## src/rtl/tick_scheduler.sv

```systemverilog
// Shared timebase: one prescaler produces a base tick, and four programmable
// channels derive periodic one-cycle tick strobes from it.
module tick_scheduler #(
   parameter int unsigned CLK_DIV  = 100000,
   parameter int unsigned PERIOD_W = 16
) (
   input  logic                clk,
   input  logic                rst,
   input  logic                run,
   input  logic                sync_all,
   input  logic                cfg_we,
   input  logic [1:0]          cfg_addr,
   input  logic [PERIOD_W-1:0] cfg_period,
   output logic                base_tick,
   output logic [3:0]          tick,
   output logic [3:0]          active
);

   localparam logic [23:0]         DIV_LAST = 24'(CLK_DIV - 1);
   localparam logic [PERIOD_W-1:0] P_ONE    = PERIOD_W'(1);

   logic [23:0]         cnt_q, cnt_d;
   logic                base_q, base_d;
   logic [PERIOD_W-1:0] period_q [4];
   logic [PERIOD_W-1:0] period_d [4];
   logic [PERIOD_W-1:0] chcnt_q  [4];
   logic [PERIOD_W-1:0] chcnt_d  [4];
   logic [3:0]          tick_q, tick_d;
   logic [3:0]          active_q, active_d;
   logic                upd;

   always_comb begin
      cnt_d    = cnt_q;
      base_d   = 1'b0;
      period_d = period_q;
      chcnt_d  = chcnt_q;
      tick_d   = '0;
      active_d = '0;
      upd      = base_q & run;

      if (sync_all) begin
         cnt_d = '0;
         for (int unsigned i = 0; i < 4; i++) chcnt_d[i] = '0;
      end else begin
         if (run) begin
            if (cnt_q == DIV_LAST) begin
               cnt_d  = '0;
               base_d = 1'b1;
            end else begin
               cnt_d = cnt_q + 24'd1;
            end
         end
         // A write to a channel overrides that channel's update on the same edge.
         for (int unsigned i = 0; i < 4; i++) begin
            if (cfg_we && cfg_addr == 2'(i)) begin
               period_d[i] = cfg_period;
               chcnt_d[i]  = '0;
            end else if (upd && period_q[i] != '0) begin
               if (chcnt_q[i] == period_q[i] - P_ONE) begin
                  chcnt_d[i] = '0;
                  tick_d[i]  = 1'b1;
               end else begin
                  chcnt_d[i] = chcnt_q[i] + P_ONE;
               end
            end
         end
      end

      for (int unsigned i = 0; i < 4; i++) active_d[i] = (period_d[i] != '0);
   end

   always_ff @(posedge clk) begin
      if (rst) begin
         cnt_q    <= '0;
         base_q   <= 1'b0;
         tick_q   <= '0;
         active_q <= '0;
         for (int unsigned i = 0; i < 4; i++) begin
            period_q[i] <= '0;
            chcnt_q[i]  <= '0;
         end
      end else begin
         cnt_q    <= cnt_d;
         base_q   <= base_d;
         tick_q   <= tick_d;
         active_q <= active_d;
         period_q <= period_d;
         chcnt_q  <= chcnt_d;
      end
   end

   assign base_tick = base_q;
   assign tick      = tick_q;
   assign active    = active_q;

endmodule
```

## config.mk

```make
export PLATFORM = sky130hd
export DESIGN_NAME = tick_scheduler
export DESIGN_NICKNAME = d
export VERILOG_FILES = /design/src/rtl/tick_scheduler.sv
export SDC_FILE = /design/constraint.sdc
export NUM_CORES = 1
export LEC_CHECK = 0
export CAP_MARGIN = 20
export CORE_ASPECT_RATIO = 1.25
export CORE_MARGIN = 2
export CORE_UTILIZATION = 45
export CTS_CLUSTER_SIZE = 8
export DETAILED_ROUTE_END_ITERATION = 10
export HOLD_SLACK_MARGIN = 0.1
export SYNTH_ARGS = -nofsm -noshare
export SYNTH_HDL_FRONTEND = slang
export SYNTH_SLANG_ARGS = --single-unit
```

## constraint.sdc

```tcl
create_clock -name clk -period 7.8 [get_ports clk]
set_clock_uncertainty 0.05 [all_clocks]
set_input_delay 1.56 -clock clk [delete_from_list [all_inputs] [get_ports clk]]
set_output_delay 1.56 -clock clk [all_outputs]
set_load 0.01 [all_outputs]
```

## After elaboration in Yosys (flattened, before gate mapping)

Cells that the tools add are included.

| cells by class | value |
|---|---|
| bitwise operators | 6 |
| eq/ne operators | 8 |
| muxes and demuxes | 15 |
| reductions and logical operators | 27 |
| $add $sub $neg | 9 |

Operator list:

| operator | number |
|---|---|
| 2-to-1 mux 16 bit | 8 |
| nonzero test 16 bit | 8 |
| adder 16 x 1 -> 16 bit, second input constant | 4 |
| == test 16 bit | 4 |
| 2-to-1 mux 64 bit | 1 |
| subtractor 16 x 1 -> 16 bit, second input constant | 4 |
| adder 24 x 1 -> 24 bit, second input constant | 1 |
| == test 24 x 17 -> 1 bit, second input constant | 1 |
| 2-to-1 mux 24 bit | 1 |
| OR reduction 4 bit | 4 |
| OR reduction 3 bit | 5 |
| logical AND 1 bit | 8 |
| 2-to-1 mux 1 bit | 5 |
| inverter 1 bit | 5 |
| == test 2 bit, second input constant | 2 |
| == test 2 x 1 -> 1 bit, second input constant | 1 |
| logical NOT 2 bit | 1 |
| OR reduction 2 bit | 1 |
| AND 1 bit | 1 |

| storage, ports and cells | value |
|---|---|
| output and inout port bits | 9 |
| flip-flop bits (word level) | 161 |
| input port bits | 23 |

## Logic depth before layout (Yosys ltp)

| logic depth | value |
|---|---|
| depth after elaboration | 5 |
| gate-level depth with buffers | 12 |
| gate-level depth less buffers | 9 |

## Worst setup path before layout

OpenSTA, ideal clock, no wires.

| path | value |
|---|---|
| kind | input port to flip-flop |
| start point | in run |
| end point | reg chcnt_q[10] in the netlist's numbering |
| buffers on the path | 3 |
| path slack | 4.315 ns |
| library setup time | 0.132 ns |
| cell stages on the path | 8 |
| arrival | 3.303 ns |
| data required time | 7.618 ns |
| cell sequence | clkbuf_1 > and2_1 > clkbuf_1 > nand4_1 > a2111oi_0 > o2111a_1 > clkbuf_1 > nor3_1 |

| on the way | value |
|---|---|
| longest elaborated chain between the ends | 2 |

RTL lines:

| what | line | text |
|---|---|---|
| from (decl) | 9 | `input logic run,` |
| AND 1 bit | 39 | `upd = base_q & run;` |
| logical AND 1 bit | 58 | `end else if (upd && period_q[i] != '0) begin` |
| to (signal assigned) | 88 | `chcnt_q <= chcnt_d;` |
| to (decl) | 26 | `logic [PERIOD_W-1:0] chcnt_q [4];` |

Every way passes these cells.
A chain may end at the register's enable or synchronous reset.

## Worst setup path in the final report

| path | value |
|---|---|
| start point | in run |
| end point | reg chcnt_q[49] in the netlist's numbering |

The elaborated chain is that of the path after synthesis.

==> reports/qor_table.md <==
| Quantity | Reported |
|:---|:---|
| Final weighted congestion of routability-driven global placement | 0.8221 |
| Netlist area before placement | 8810 um2 |
| Result of the run | completed |
| Fillers | 1893 |
| Headroom to the max-slew limit | 37.90% |
| Total overflow reported by the global router | 0 |
| All-Layer GR Usage | 21.40% |
| Number of sinks driven by the clock tree | 161 |
| Post-synth EDFFs | 0 |
| First DRT Iteration DRCs | 445 |
| Number of inserted diodes | 0 |
| Proportion of netlist area held by the largest area contributor | 36.59% |
| Most common cell in the synthesized netlist | nand2_1 |
| Core Area | 19330 um2 |
| Sw power | 471.3 uW |
| Final-report hold violation count | 0 |
| Total of max-cap violations | 0 |
| Relative contribution of combinational cells to total power | 9.4% |
| Final Setup Violations | 0 |
| Vias per Instance | 5.364 |
| Setup repair after global routing missed its margin | false |
| Cells after synthesis | 1127 |
| Achievable Freq | 0.2412 GHz |
| Final worst slack | 3.653 ns |
| Via total after detailed routing | 7596 |
| Placed wire-length estimate after detailed placement | 15250 um |
| Post-CTS Setup Bufs | 0 |
| PortBufs | 31 |
| Final number of max-transition violations | 0 |
| Largest vdd supply drop | 144.4 uV |
| Primary FF master, synth | dfxtp_1 |
| CP Launch Type | primary input |
| Boundary Pins | 32 |
| Fraction of layout instances using a drive strength above 1 | 5.126% |
| Number of global-route vias before repair | 7359 |
| Kind of critical path | primary input to register |
| Period utilisation layout | 53.16% |
| Number of rows created at floorplan | 57 |
| Clock root buffer | clkbuf_16 |
| Arrival time of data at the critical path endpoint | 4.36 ns |
| DRC errors left | 0 |
| Non-filler cells in the finished layout | 1416 |
| Worst skew pair latency | 0.42 ns |
| Number of buffers between clock root and the deepest sink | 2 |
| Final Critical Period | 4.147 ns |
| Die outline width | 129.1 um |
| Initial core utilization | 45.58% |
| Die Y-Extent | 160.4 um |
| Die outline area | 20720 um2 |
| Commonest cells in the synthesized netlist | nand2_1 (216), dfxtp_1 (161), nor2_1 (114) |
| Capturing element type of the critical path | register |
| Required time of the critical path | 8.02 ns |
| Worst Hold Class | register to register |
| Leakage Power | 0.003567 uW |
| Highest net fanout along the worst path | 17 |
| Pre-antenna DRT Iters | 4 |
| Switching part of the total power | 25.66% |
| Count of cell types in the netlist | 66 |
| TritonCTS buffer count | 17 |
| Area growth from synthesis to final layout | 12.36% |
| Synthesized net count | 1159 |
| TritonCTS clock tree | done |
| Async set or reset register ratio after synthesis | 0% |
| Main area contributors after synthesis | dfxtp_1 (37%), nand2_1 (9.2%), xor2_1 (8.5%) |
| Hold-fix buffers at CTS | 0 |
| Count of yosys warnings during synthesis | 0 |
| Mapped Avg Cell Area | 7.817 um2 |
| Transition time at the pin with the least slew margin | 0.9229 ns |
| Post-synth top area cell | dfxtp_1 |
| Post-Place Cells | 1384 |
| Antenna violations before repair | 0 |
| Flop pwr share | 46.0% |
| Post-DR wirelength/cell | 15.16 um |
| Number of H-tree levels | 4 |
| Total negative setup slack | 0 ns |
| Largest net degree at the start of global routing | 71 |
| Proportion of synthesized chip area in sequential cells | 36.59% |
| Clock power frac | 44.7% |
| Flip-flop and latch count after synthesis | 161 |
| Post-CTS clock slew at the launch and capture registers of the worst setup and hold paths | 0.06 ns |
| Final Routed Wirelength | 21460 um |
| Number of nets at the end of the flow | 1170 |
| Antenna-violating nets left | 0 |
| Placement-stage worst setup slack | 3.212 ns |
| Pwr/cell area | 185.5 nW/um2 |
| Post-cts gate resize count | 0 |
| First-pass GRT wire length | 36100 um |
| Cell internal pwr | 1365 uW |
-- power groups by stage --
| stage | logic, uW | registers [uW] | clock network [uW] |
|---|---|---|---|
| after floorplan | 117 | 860 | 0 |
| after global placement | 171 | 863 | 0 |
| after detailed placement | 171 | 863 | 0 |
| after CTS | 172 | 844 | 839 |
| after global routing | 190 | 845 | 874 |
| final | 173 | 844 | 820 |
-- metal layers --
layer,track usage (%),routed length [um]
met5,0,0
met4,6.225,358
met3,3.764,812
met2,37.22,10680
met1,26.88,9606
-- flip-flops by register name (all words and copies together), names as in the netlist --
| register | flops |
|---|---|
| active | 4 |
| base_tick | 1 |
| chcnt_q | 64 |
| cnt_q | 24 |
| period_q | 64 |
| tick | 4 |
-- placed cells by master (no fill, tap or decap), types with 17 or more instances in the layout --
cell,instances
nand3_1,39
nand4_1,25
nand2_1,216
nor3_1,60
a21oi_1,79
nor4_1,17
clkbuf_16,17
xor2_1,86
clkdlybuf4s50_1,30
xnor2_1,80
inv_1,17
nor2_1,114
dfxtp_1,161
-- layout make-up --
type | count | area [um2] | share of cell area, %
inverter | 18 | 67.56 | 0.6826
timing repair buffer | 41 | 380.4 | 3.843
tap | 265 | 331.6 | 3.350
clock buffer | 19 | 452.9 | 4.576
clock inverter | 13 | 126.4 | 1.277
multi-input combinational | 899 | 5316 | 53.71
sequential | 161 | 3223 | 32.56
-- worst max-delay path, stage by stage --
cell	delay, ns
clkdlybuf4s50_1	0.61
nand2_1	0.34
a21oi_1	0.54
o2111ai_1	0.30
a2111oi_4	0.86
nor3b_1	0.13
-- worst paths after layout --
kind	start	endpoint	slack, ns	depth (start not counted)
worst min-delay path	cnt_q[19]$_SDFFE_PP0P_	cnt_q[19]$_SDFFE_PP0P_	0.43	2
worst min register to register	cnt_q[19]$_SDFFE_PP0P_	cnt_q[19]$_SDFFE_PP0P_	0.43	2
worst max-delay path	run	chcnt_q[49]$_SDFFE_PP0P_	3.65	6
worst max register to register	period_q[32]$_SDFF_PP0_	chcnt_q[39]$_SDFFE_PP0P_	4.55	9
-- cell families (layout without fill, tap and decap cells) --
family                   Yosys count  in the layout  share of synthesized area (%)
flip-flops                       161            161                          36.59
multiplexers                       7              7                         0.8096
XOR/XNOR                         166            166                          16.50
buffers and inverters             67             91                          3.068
adder cells (fa/ha/maj)            9              9                          1.278
AND/OR/NAND/NOR                  573            573                          31.49
AO/OA/AOI/OAI                    144            144                          10.27
-- through the flow --
step                      power [uW]  hold WS, ns  utilization [%]  cell area, um2
after floorplan                976.4       0.4000                -            8810
after CTS                       1855       0.4304            51.21            9898
final                           1837       0.4324            51.21            9898
after detailed placement        1033       0.4194            48.22            9319
after global routing            1909       0.4598            51.21            9898
after global placement          1033       0.4196            48.22            9319
(Power assumes the default switching activity.)
